[src/rtl/mmio_gpio_if.sv]
// mmio_gpio_if: MEM-stage load/store bus between the pipeline and a memory-mapped peripheral
//   mem_addr/mem_wdata/mem_we/mem_re  master -> slave  byte address, store data, store and load strobes
//   mem_hit/mem_rdata                 slave -> master  window decode and combinational read data
interface mmio_gpio_if;
   logic [31:0] mem_addr;
   logic [31:0] mem_wdata;
   logic        mem_we;
   logic        mem_re;
   logic        mem_hit;
   logic [31:0] mem_rdata;
   modport master (output mem_addr, mem_wdata, mem_we, mem_re, input mem_hit, mem_rdata);
   modport slave (input mem_addr, mem_wdata, mem_we, mem_re, output mem_hit, mem_rdata);
endinterface

[src/rtl/mmio_gpio.sv]
// mmio_gpio: memory-mapped GPIO with synchronised, debounced, edge-captured switches and LED registers
//   clk, rst   clock and synchronous active-high reset
//   bus        MEM-stage slave port (addr, wdata, we, re in; hit, rdata out)
//   switches   raw asynchronous switch inputs
//   leds       registered LED drive
//   debug_led  registered debug LED (level or hardware blink)
//   irq        registered OR of the sticky rising-edge flags
module mmio_gpio #(
   parameter logic [31:0] BASE_ADDR       = 32'h0000_1000,
   parameter int          NUM_IO          = 4,
   parameter int          DEBOUNCE_CYCLES = 4,
   parameter int          BLINK_DIV       = 8
) (
   input  logic              clk,
   input  logic              rst,
   mmio_gpio_if.slave        bus,
   input  logic [NUM_IO-1:0] switches,
   output logic [NUM_IO-1:0] leds,
   output logic              debug_led,
   output logic              irq
);
   localparam int DW = $clog2(DEBOUNCE_CYCLES);
   localparam int BW = $clog2(BLINK_DIV);
   localparam logic [DW-1:0] DMAX = DW'(DEBOUNCE_CYCLES - 1);
   localparam logic [BW-1:0] BMAX = BW'(BLINK_DIV - 1);

   logic              hit, wr, blink_run, blink_wrap;
   logic [1:0]        sel;
   logic [NUM_IO-1:0] clr;
   logic [NUM_IO-1:0] s1_q, s1_d, s2_q, s2_d, deb_q, deb_d, flag_q, flag_d, led_q, led_d;
   logic [DW-1:0]     dcnt_q [NUM_IO];
   logic [DW-1:0]     dcnt_d [NUM_IO];
   logic [BW-1:0]     bcnt_q, bcnt_d;
   logic              level_q, level_d, blink_q, blink_d, phase_q, phase_d;
   logic              debug_led_q, debug_led_d, irq_q, irq_d;
   logic              addr_unused;

   assign addr_unused = ^{bus.mem_addr[1:0], bus.mem_wdata[31:NUM_IO]};
   assign leds = led_q;
   assign debug_led = debug_led_q;
   assign irq = irq_q;

   always_comb begin
      hit = bus.mem_addr[31:4] == BASE_ADDR[31:4];
      sel = bus.mem_addr[3:2];
      wr = hit && bus.mem_we;
      s1_d = switches;
      s2_d = s1_q;
      led_d = wr && sel == 2'd1 ? bus.mem_wdata[NUM_IO-1:0] : led_q;
      level_d = wr && sel == 2'd3 ? bus.mem_wdata[0] : level_q;
      blink_d = wr && sel == 2'd3 ? bus.mem_wdata[1] : blink_q;
      clr = wr && sel == 2'd2 ? bus.mem_wdata[NUM_IO-1:0] : '0;
      // A bit flips only after DEBOUNCE_CYCLES consecutive samples disagree with it.
      for (int i = 0; i < NUM_IO; i++) begin
         deb_d[i] = s2_q[i] != deb_q[i] && dcnt_q[i] == DMAX ? s2_q[i] : deb_q[i];
         dcnt_d[i] = s2_q[i] != deb_q[i] && dcnt_q[i] != DMAX ? dcnt_q[i] + 1'b1 : '0;
      end
      // Set beats clear so a rise coinciding with a W1C is never lost.
      flag_d = (flag_q & ~clr) | (deb_d & ~deb_q);
      irq_d = |flag_d;
      // Counting only runs once blink_en has been registered, and any write clearing it
      // zeroes counter and phase on that same edge.
      blink_run = blink_q && blink_d;
      blink_wrap = bcnt_q == BMAX;
      bcnt_d = blink_run && !blink_wrap ? bcnt_q + 1'b1 : '0;
      phase_d = blink_run ? phase_q ^ blink_wrap : 1'b0;
      debug_led_d = blink_d ? phase_d : level_d;
      bus.mem_hit = hit;
      bus.mem_rdata = !(hit && bus.mem_re) ? '0 :
                      sel == 2'd0 ? 32'(deb_q) :
                      sel == 2'd1 ? 32'(led_q) :
                      sel == 2'd2 ? 32'(flag_q) : {30'b0, blink_q, level_q};
   end

   always_ff @(posedge clk) begin
      if (rst) begin
         s1_q <= '0;
         s2_q <= '0;
         deb_q <= '0;
         dcnt_q <= '{default: '0};
         flag_q <= '0;
         led_q <= '0;
         level_q <= 1'b0;
         blink_q <= 1'b0;
         bcnt_q <= '0;
         phase_q <= 1'b0;
         debug_led_q <= 1'b0;
         irq_q <= 1'b0;
      end else begin
         s1_q <= s1_d;
         s2_q <= s2_d;
         deb_q <= deb_d;
         dcnt_q <= dcnt_d;
         flag_q <= flag_d;
         led_q <= led_d;
         level_q <= level_d;
         blink_q <= blink_d;
         bcnt_q <= bcnt_d;
         phase_q <= phase_d;
         debug_led_q <= debug_led_d;
         irq_q <= irq_d;
      end
   end
endmodule

[src/flat_wrapper.sv]
// flat-port wrapper written by rule: the top's interface ports become plain ports
module mmio_gpio_flat 
#(
   parameter logic [31:0] BASE_ADDR       = 32'h0000_1000,
   parameter int          NUM_IO          = 4,
   parameter int          DEBOUNCE_CYCLES = 4,
   parameter int          BLINK_DIV       = 8
)
  (clk, rst, switches, leds, debug_led, irq, bus_mem_addr, bus_mem_wdata, bus_mem_we, bus_mem_re, bus_mem_hit, bus_mem_rdata);
  mmio_gpio_if bus_i ();
  input  logic clk;
  input  logic rst;
  input  logic [NUM_IO-1:0] switches;
  output logic [NUM_IO-1:0] leds;
  output logic debug_led;
  output logic irq;
  input wire logic [$bits(bus_i.mem_addr)-1:0] bus_mem_addr;
  input wire logic [$bits(bus_i.mem_wdata)-1:0] bus_mem_wdata;
  input wire logic [$bits(bus_i.mem_we)-1:0] bus_mem_we;
  input wire logic [$bits(bus_i.mem_re)-1:0] bus_mem_re;
  output wire logic [$bits(bus_i.mem_hit)-1:0] bus_mem_hit;
  output wire logic [$bits(bus_i.mem_rdata)-1:0] bus_mem_rdata;
  assign bus_i.mem_addr = bus_mem_addr;
  assign bus_i.mem_wdata = bus_mem_wdata;
  assign bus_i.mem_we = bus_mem_we;
  assign bus_i.mem_re = bus_mem_re;
  assign bus_mem_hit = bus_i.mem_hit;
  assign bus_mem_rdata = bus_i.mem_rdata;
  mmio_gpio #(.BASE_ADDR(BASE_ADDR), .NUM_IO(NUM_IO), .DEBOUNCE_CYCLES(DEBOUNCE_CYCLES), .BLINK_DIV(BLINK_DIV)) u_core (.clk(clk), .rst(rst), .bus(bus_i), .switches(switches), .leds(leds), .debug_led(debug_led), .irq(irq));
endmodule
[config.mk]
export PLATFORM = sky130hd
export DESIGN_NAME = mmio_gpio_flat
export DESIGN_NICKNAME = d
export VERILOG_FILES = /design/src/rtl/mmio_gpio_if.sv /design/src/rtl/mmio_gpio.sv /design/src/flat_wrapper.sv
export SDC_FILE = /design/constraint.sdc
export NUM_CORES = 1
export LEC_CHECK = 0
export CAP_MARGIN = 10
export CELL_PAD_IN_SITES_DETAIL_PLACEMENT = 1
export CELL_PAD_IN_SITES_GLOBAL_PLACEMENT = 1
export CORE_AREA = 3 3 88 90
export DETAILED_ROUTE_END_ITERATION = 12
export DIE_AREA = 0 0 91 93
export PLACE_DENSITY_LB_ADDON = 0.08
export SETUP_SLACK_MARGIN = 0.15
export SYNTH_ARGS = -nofsm -noshare
export SYNTH_HDL_FRONTEND = slang
export SYNTH_SLANG_ARGS = --single-unit
export TNS_END_PERCENT = 100
[constraint.sdc]
create_clock -name clk -period 2.4 [get_ports clk]
set_input_delay 0.48 -clock clk [delete_from_list [all_inputs] [get_ports clk]]
set_output_delay 0.48 -clock clk [all_outputs]
set_load 0.05 [all_outputs]
==> impl_metrics.xml, run 1 <==
<?xml version="1.0" encoding="UTF-8"?>
<metrics>
  <group name="outcome">
    <metric name="status" unit="">finished clean</metric>
  </group>
  <group name="layout">
    <metric name="final_net_count" unit="">347</metric>
    <metric name="antenna_cells_inserted" unit="">0</metric>
    <metric name="final_layout_size_suffix_gt1_share" unit="%">26.30</metric>
    <metric name="fraction_of_the_core_area_covered_by_cells_at_the_end_of_the_flow" unit="%">37.78</metric>
    <metric name="areaGrowthSynthToFinish" unit="%">48.93</metric>
    <metric name="num-fill-cells" unit="">854</metric>
  </group>
  <group name="sta">
    <metric name="finalCritPeriodShare" unit="%">90.39</metric>
    <metric name="postLayoutSetupSlackWorst" unit="ps">230.6</metric>
    <metric name="slew_headroom" unit="%">64.82</metric>
    <metric name="grt_setup_unrepaired" unit="">false</metric>
    <metric name="achievable-frequency" unit="MHz">460.9</metric>
    <metric name="finalHoldViolCount" unit="">0</metric>
    <metric name="fin_worst_skew" unit="ps">4.153</metric>
    <metric name="min_period" unit="ps">2169</metric>
    <metric name="timing.final.max_slew_violations" unit="">0</metric>
    <metric name="timing.final.setup_violations" unit="">0</metric>
    <metric name="tightest_slew" unit="ps">526.1</metric>
  </group>
  <group name="synth">
    <metric name="synth_sequential_area_ratio" unit="%">39.81</metric>
    <metric name="ys_ff_latch" unit="">36</metric>
    <metric name="synth-compound-area-share" unit="%">6.220</metric>
    <metric name="post_synthesis_share_of_cell_area_spent_on_full_adders_half_adders_and_majority_gates" unit="%">4.147</metric>
    <metric name="synth_xor_xnor_area_share" unit="%">2.419</metric>
    <metric name="synth_simple_gate_area_share" unit="%">25.29</metric>
    <metric name="synth_cell_type_count" unit="">30</metric>
    <metric name="mux_share_of_post_synthesis_cell_area" unit="%">6.911</metric>
    <metric name="syn_inst" unit="">191</metric>
    <metric name="syn_area" unit="um2">1810</metric>
    <metric name="largest_family_of_logic_cells_by_synthesized_area" unit="">simple AND/OR/NAND/NOR gates</metric>
    <metric name="synth.avg_cell_area" unit="um2">9.479</metric>
    <metric name="yosys_warnings" unit="">0</metric>
  </group>
  <group name="detailed_routing">
    <metric name="initial_detailed_routing_violation_count" unit="">23</metric>
    <metric name="routed-via-count" unit="">1470</metric>
    <metric name="routed_wire_length_per_instance" unit="um">11.85</metric>
    <metric name="met2WireLength" unit="um">2002</metric>
    <metric name="met1Wirelength" unit="um">1960</metric>
    <metric name="drt-total-wl" unit="um">4373</metric>
    <metric name="drc_errors" unit="">0</metric>
    <metric name="drt_first_pass_iters" unit="">4</metric>
    <metric name="drtAntennaViolNets" unit="">0</metric>
    <metric name="detailroute.wirelength.met3" unit="um">331</metric>
    <metric name="top_signal_layer_used" unit="">met4</metric>
    <metric name="route.detailed.vias_per_inst" unit="">3.984</metric>
  </group>
  <group name="power_and_ir_drop">
    <metric name="power.share.switching" unit="%">28.36</metric>
    <metric name="p_int" unit="mW">0.9076</metric>
    <metric name="share_seq_of_total_power" unit="%">48.1</metric>
    <metric name="switchingPower" unit="mW">0.3594</metric>
    <metric name="worst_ir_drop_vdd" unit="uV">200.4</metric>
    <metric name="power.share.clock" unit="%">34.9</metric>
    <metric name="power.density" unit="nW/um2">469.9</metric>
    <metric name="combPwrFrac" unit="%">17.0</metric>
    <metric name="p_leak" unit="nW">1.088</metric>
  </group>
  <group name="global_routing">
    <metric name="grt_antenna_before_repair" unit="">0</metric>
    <metric name="grt_first_pass_wirelength" unit="um">7300</metric>
    <metric name="largest_net_degree_at_the_start_of_global_routing" unit="">29</metric>
    <metric name="globalRoute.totalOverflow" unit="">0</metric>
    <metric name="gr-usage-all-layers" unit="%">10.93</metric>
    <metric name="grt_pass1_vias" unit="">1495</metric>
  </group>
  <group name="placement">
    <metric name="placer_s_final_routability_congestion_estimate" unit="">0.6608</metric>
    <metric name="placement.io_buffers" unit="">52</metric>
    <metric name="post-dp-hpwl" unit="um">3426</metric>
    <metric name="place_ws" unit="ps">-138.8</metric>
  </group>
  <group name="floorplan">
    <metric name="core" unit="um2">7137</metric>
    <metric name="chipWidth" unit="um">91</metric>
    <metric name="num_ports" unit="">111</metric>
    <metric name="die-height" unit="um">93</metric>
    <metric name="die_area" unit="um2">8463</metric>
    <metric name="placement_rows" unit="">31</metric>
    <metric name="initial_utilization" unit="%">25.37</metric>
  </group>
  <group name="cts">
    <metric name="cts_tree" unit="">done</metric>
    <metric name="clk_latency" unit="ps">280</metric>
    <metric name="numCtsBuffers" unit="">5</metric>
    <metric name="worst_setup_hold_path_clk_slew" unit="ps">70</metric>
    <metric name="cts_hold_buffers" unit="">0</metric>
    <metric name="cts_htree_levels" unit="">2</metric>
    <metric name="root_buffer" unit="">sky130_fd_sc_hd__clkbuf_8</metric>
    <metric name="cts_max_path_buffers" unit="">2</metric>
    <metric name="clkSinkCount" unit="">36</metric>
  </group>
  <group name="worst_hold_path">
    <metric name="min_path_type" unit="">reg2reg</metric>
  </group>
  <group name="setup_path">
    <metric name="worst_setup_path_end_kind" unit="">output port</metric>
    <metric name="worstPathRequired" unit="ps">1920</metric>
    <metric name="critical_path_at" unit="ps">1690</metric>
    <metric name="start_kind" unit="">input pin</metric>
    <metric name="crit_fanout" unit="">4</metric>
    <metric name="worstSetupPathType" unit="">in2out</metric>
  </group>
  <group name="run">
    <metric name="maxCapViolations" unit="">0</metric>
  </group>
</metrics>
[registers in the layout (all words and copies together), names as in the netlist]
| register | flops |
|---|---|
| u_core.dcnt_q | 8 |
| u_core.deb_q | 4 |
| u_core.flag_q | 4 |
| u_core.leds | 4 |
| u_core.s1_q | 4 |
| u_core.s2_q | 4 |
| u_core.bcnt_q | 3 |
| u_core.blink_q | 1 |
| u_core.debug_led | 1 |
| u_core.irq | 1 |
| u_core.level_q | 1 |
| u_core.phase_q | 1 |
[Yosys cell counts]
library cell | instances | area, um2
sky130_fd_sc_hd__and3_1 | 2 | 12.51
sky130_fd_sc_hd__conb_1 | 1 | 3.750
sky130_fd_sc_hd__or3_1 | 4 | 25.02
sky130_fd_sc_hd__or3_4 | 1 | 11.26
sky130_fd_sc_hd__a41oi_1 | 1 | 8.760
sky130_fd_sc_hd__ha_1 | 6 | 75.07
sky130_fd_sc_hd__mux2i_1 | 8 | 80.08
sky130_fd_sc_hd__nand3_2 | 2 | 20.02
sky130_fd_sc_hd__nor4_4 | 2 | 42.54
sky130_fd_sc_hd__mux4_2 | 2 | 45.04
sky130_fd_sc_hd__nor3b_1 | 2 | 15.01
sky130_fd_sc_hd__nor2_1 | 27 | 101.4
sky130_fd_sc_hd__a21boi_0 | 1 | 7.510
sky130_fd_sc_hd__o2bb2ai_1 | 1 | 8.760
sky130_fd_sc_hd__nand2_1 | 7 | 26.28
sky130_fd_sc_hd__nor4_2 | 6 | 75.07
sky130_fd_sc_hd__buf_4 | 28 | 210.2
sky130_fd_sc_hd__nor2b_1 | 9 | 56.30
sky130_fd_sc_hd__a211o_1 | 1 | 8.760
sky130_fd_sc_hd__xnor2_1 | 5 | 43.79
sky130_fd_sc_hd__nand2b_1 | 5 | 31.28
sky130_fd_sc_hd__clkbuf_1 | 4 | 15.01
sky130_fd_sc_hd__inv_1 | 11 | 41.29
sky130_fd_sc_hd__o22ai_1 | 3 | 18.77
sky130_fd_sc_hd__buf_2 | 1 | 5.000
sky130_fd_sc_hd__nand4_2 | 1 | 12.51
sky130_fd_sc_hd__nor4b_4 | 1 | 23.77
sky130_fd_sc_hd__a21oi_1 | 12 | 60.06
sky130_fd_sc_hd__nor3_1 | 1 | 5.000
sky130_fd_sc_hd__dfxtp_1 | 36 | 720.7
[cell type report]
class | instances | area [um2] | area share, %
Multi-Input combinational cell | 138 | 1013 | 37.59
Sequential cell | 36 | 720.7 | 26.73
Timing Repair Buffer | 77 | 703.2 | 26.08
Tap cell | 99 | 123.9 | 4.594
Clock buffer | 7 | 86.33 | 3.202
Inverter | 11 | 41.29 | 1.531
Clock inverter | 1 | 7.507 | 0.2784
[layer usage]
metal  up-vias  track usage [%]
met2        64            17.35
met5         -                0
met3         7            3.298
met4         0            5.276
met1       663            13.50
li1        736                -
[path summary, 6_finish.rpt]
check / start / endpoint / slack [ps] / cells after the start
min: u_core.dcnt_q[4] / u_core.dcnt_q[4] / 420 / 1
min reg2reg: u_core.dcnt_q[4] / u_core.dcnt_q[4] / 420 / 1
max reg2reg: u_core.bcnt_q[0] / u_core.debug_led / 1080 / 6
max: bus_mem_addr[6] / bus_mem_rdata[0] / 230 / 6
[cell families after synthesis]
| kind of cell | after synthesis |
|---|---|
| fa+ha+maj | 6 |
| compound gates | 19 |
| mux | 10 |
| simple gates | 70 |
| flops | 36 |
| buf+inv | 44 |
| xor+xnor | 5 |
| other cells | 1 |
[metrics by stage]
stage / hold WS, ps / setup TNS [ps] / cell area, um2 / std cells / total power, mW
after global placement: 410.9 / -630.4 / 2597 / 352 / 0.8531
after floorplan: 397.4 / 0 / 2001 / 218 / 0.7882
after detailed placement: 412.4 / -790.2 / 2597 / 352 / 0.8544
after global routing: 438.8 / 0 / 2696 / 369 / 1.337
final: 420.8 / 0 / 2696 / 369 / 1.267
after CTS: 424.1 / 0 / 2724 / 367 / 1.299
[timing repair]
| action | 4_1_cts | 5_1_grt |
|---|---|---|
| pin swaps | 11 | 11 |
| gates resized for setup | 41 | 26 |
| setup endpoints to repair | 5 | 7 |
| buffers inserted | 7 | 2 |
[critical path: stages]
cell	delay, ps
sky130_fd_sc_hd__clkdlybuf4s15_1	200
sky130_fd_sc_hd__nor4_4	320
sky130_fd_sc_hd__nand4_4	150
sky130_fd_sc_hd__nor2_4	170
sky130_fd_sc_hd__and3_2	230
sky130_fd_sc_hd__buf_12	140
[placed cells by master (no fill, tap or decap), drive strengths merged, types with 3 or more instances in the layout]
cell           instances
nor4                   8
nor2b                  9
clkdlybuf4s50         17
o22ai                  3
ha                     6
nand2b                 5
clkbuf                19
a21oi                 12
nand2                  7
nor2                  27
dlygate4sd2            7
or3                    5
dfxtp                 36
mux2i                  8
inv                   11
xnor2                  5
buf                   30
clkdlybuf4s15         11
conb                  28
[power groups by stage]
| stage | clock, mW | combinational (mW) | sequential [mW] |
|---|---|---|---|
| floorplan | 0 | 0.166 | 0.622 |
| global placement | 0 | 0.231 | 0.623 |
| detailed placement | 0 | 0.232 | 0.623 |
| CTS | 0.471 | 0.220 | 0.609 |
| global route | 0.499 | 0.228 | 0.609 |
| finish | 0.443 | 0.215 | 0.609 |
No activity file was read; power rests on OpenSTA's default activity.
==> inputs of run 2 (changes only) <==
Clock period 2.4 ns to 2.3 ns, I/O delays scaled along.
==> impl_metrics.xml, run 2 (synthesis gave the netlist of run 1 again) <==
<?xml version="1.0" encoding="UTF-8"?>
<metrics>
  <group name="power_and_ir_drop">
    <metric name="switchingPower" unit="mW">0.3692</metric>
    <metric name="p_int" unit="mW">0.9443</metric>
    <metric name="power.share.clock" unit="%">34.9</metric>
    <metric name="power.share.switching" unit="%">28.11</metric>
    <metric name="combPwrFrac" unit="%">16.7</metric>
    <metric name="power.density" unit="nW/um2">497.8</metric>
    <metric name="worst_ir_drop_vdd" unit="uV">181.6</metric>
    <metric name="share_seq_of_total_power" unit="%">48.4</metric>
    <metric name="p_leak" unit="nW">1.056</metric>
  </group>
  <group name="layout">
    <metric name="antenna_cells_inserted" unit="">0</metric>
    <metric name="final_layout_size_suffix_gt1_share" unit="%">26.52</metric>
    <metric name="max_flop_register" unit="">u_core.dcnt_q</metric>
    <metric name="final_cell_mix" unit="">sky130_fd_sc_hd__dfxtp_1 (36), sky130_fd_sc_hd__conb_1 (28), sky130_fd_sc_hd__nor2_1 (24)</metric>
    <metric name="final_net_count" unit="">341</metric>
    <metric name="layout_commonest_cell" unit="">sky130_fd_sc_hd__dfxtp_1</metric>
    <metric name="largest_register_ffs" unit="">8</metric>
    <metric name="fraction_of_the_core_area_covered_by_cells_at_the_end_of_the_flow" unit="%">36.97</metric>
    <metric name="areaGrowthSynthToFinish" unit="%">45.75</metric>
    <metric name="layout.cells.non_filler" unit="">363</metric>
  </group>
  <group name="setup_path">
    <metric name="critical_path_slowest_stage_cell" unit="">sky130_fd_sc_hd__nor4_4</metric>
    <metric name="path_delay_family" unit="">simple AND/OR/NAND/NOR gates</metric>
    <metric name="setup_slack_on_the_worst_flop_to_flop_path" unit="ps">960</metric>
    <metric name="worst-path-stages" unit="">6</metric>
    <metric name="worstSetupPathType" unit="">in2out</metric>
    <metric name="cells_along_the_critical_path" unit="">clkdlybuf4s15_1 &gt; nor4_4 &gt; nand3_2 &gt; nor2_4 &gt; and3_4 &gt; buf_12</metric>
    <metric name="reg2reg_depth" unit="">6</metric>
    <metric name="critical_path_at" unit="ps">1630</metric>
    <metric name="worstPathRequired" unit="ps">1840</metric>
    <metric name="cp_num_buf_inv" unit="">2</metric>
    <metric name="timing.critical_path.slowest_cell_delay" unit="ps">290</metric>
    <metric name="crit_fanout" unit="">4</metric>
    <metric name="start_kind" unit="">input pin</metric>
    <metric name="worst_setup_path_end_kind" unit="">output port</metric>
  </group>
  <group name="outcome">
    <metric name="status" unit="">finished clean</metric>
  </group>
  <group name="worst_hold_path">
    <metric name="min_path_type" unit="">reg2reg</metric>
    <metric name="min_delay_path_depth" unit="">1</metric>
  </group>
  <group name="detailed_routing">
    <metric name="routed-via-count" unit="">1458</metric>
    <metric name="drtAntennaViolNets" unit="">0</metric>
    <metric name="route.detailed.vias_per_inst" unit="">4.017</metric>
    <metric name="initial_detailed_routing_violation_count" unit="">38</metric>
    <metric name="routed_wire_length_per_instance" unit="um">11.69</metric>
    <metric name="drc_errors" unit="">0</metric>
    <metric name="drt_first_pass_iters" unit="">4</metric>
    <metric name="drt-total-wl" unit="um">4242</metric>
  </group>
  <group name="floorplan">
    <metric name="placement_rows" unit="">31</metric>
    <metric name="initial_utilization" unit="%">25.37</metric>
    <metric name="die_area" unit="um2">8463</metric>
    <metric name="core" unit="um2">7137</metric>
    <metric name="chipWidth" unit="um">91</metric>
    <metric name="die-height" unit="um">93</metric>
    <metric name="num_ports" unit="">111</metric>
  </group>
  <group name="cts">
    <metric name="root_buffer" unit="">sky130_fd_sc_hd__clkbuf_8</metric>
    <metric name="worst_setup_hold_path_clk_slew" unit="ps">70</metric>
    <metric name="cts_hold_buffers" unit="">0</metric>
    <metric name="numCtsBuffers" unit="">5</metric>
    <metric name="clk_latency" unit="ps">280</metric>
    <metric name="clkSinkCount" unit="">36</metric>
    <metric name="cts_htree_levels" unit="">2</metric>
    <metric name="cts_max_path_buffers" unit="">2</metric>
    <metric name="cts_tree" unit="">done</metric>
  </group>
  <group name="sta">
    <metric name="finalHoldViolCount" unit="">0</metric>
    <metric name="timing.final.setup_violations" unit="">0</metric>
    <metric name="finalCritPeriodShare" unit="%">90.66</metric>
    <metric name="slew_headroom" unit="%">66.59</metric>
    <metric name="fin_worst_skew" unit="ps">4.017</metric>
    <metric name="timing.final.max_slew_violations" unit="">0</metric>
    <metric name="grt_setup_unrepaired" unit="">false</metric>
    <metric name="postLayoutSetupSlackWorst" unit="ps">214.8</metric>
    <metric name="hold_slack" unit="ps">419.0</metric>
    <metric name="min_period" unit="ps">2085</metric>
    <metric name="tightest_slew" unit="ps">499.6</metric>
    <metric name="achievable-frequency" unit="MHz">479.6</metric>
  </group>
  <group name="global_routing">
    <metric name="largest_net_degree_at_the_start_of_global_routing" unit="">19</metric>
    <metric name="grt_antenna_before_repair" unit="">0</metric>
    <metric name="grt_pass1_vias" unit="">1519</metric>
    <metric name="gr-usage-all-layers" unit="%">10.95</metric>
    <metric name="grt_first_pass_wirelength" unit="um">7424</metric>
    <metric name="globalRoute.totalOverflow" unit="">0</metric>
  </group>
  <group name="placement">
    <metric name="post-dp-hpwl" unit="um">3469</metric>
    <metric name="place.detailed.instances" unit="">350</metric>
    <metric name="placer_s_final_routability_congestion_estimate" unit="">0.6750</metric>
    <metric name="placement.io_buffers" unit="">52</metric>
    <metric name="place_ws" unit="ps">-196.7</metric>
  </group>
  <group name="run">
    <metric name="maxCapViolations" unit="">0</metric>
  </group>
</metrics>
[run 2: area by class of cell]
| cell class | count | area [um2] |
|---|---|---|
| fillers | 850 | 4498 |
| multi-input cells | 138 | 1021 |
| flip-flops and latches | 36 | 720.7 |
| repair buffers | 71 | 641.9 |
| well taps | 99 | 123.9 |
| clock buffers | 8 | 90.09 |
| inverters | 11 | 41.29 |
[run 2: timing repair]
| action | in CTS | in global routing |
|---|---|---|
| pin swaps | 11 | 11 |
| setup buffers | 4 | 1 |
| setup endpoints to repair | 6 | 4 |
| resized for setup | 48 | 26 |
[run 2: per-stage QoR]
step | total power, mW | cell area [um2] | TNS (ps)
final | 1.314 | 2639 | 0
after global routing | 1.381 | 2639 | 0
after CTS | 1.341 | 2693 | 0
after detailed placement | 0.8898 | 2595 | -1837
after global placement | 0.8882 | 2595 | -1754
after floorplan | 0.8225 | 2013 | 0
[run 2: path summary, 6_finish.rpt]
check,from,endpoint
max,bus_mem_addr[19],bus_mem_rdata[0]
min,u_core.bcnt_q[0],u_core.bcnt_q[0]
max reg2reg,u_core.bcnt_q[0],u_core.debug_led
min reg2reg,u_core.bcnt_q[0],u_core.bcnt_q[0]
[run 2: per-layer routing]
metal | wire length (um) | GRT usage (%)
met1 | 2011 | 14.56
met2 | 1820 | 16.31
met3 | 355 | 4.023
met4 | 55 | 3.769
met5 | 0 | 0
[run 2: power by group through the flow]
stage	Sequential, mW	Combinational, mW	Clock, mW
CTS	0.635	0.226	0.480
floorplan	0.649	0.174	0
detailed placement	0.650	0.240	0
global route	0.636	0.233	0.512
finish	0.635	0.220	0.458
global placement	0.649	0.239	0
[run 2: worst reg2reg max path, delay by kind of cell (launching register included)]
kind	cells	cell delay, ps
xor+xnor	1	130
fa+ha+maj	2	410
flops	1	310
compound gates	2	240
simple gates	1	170
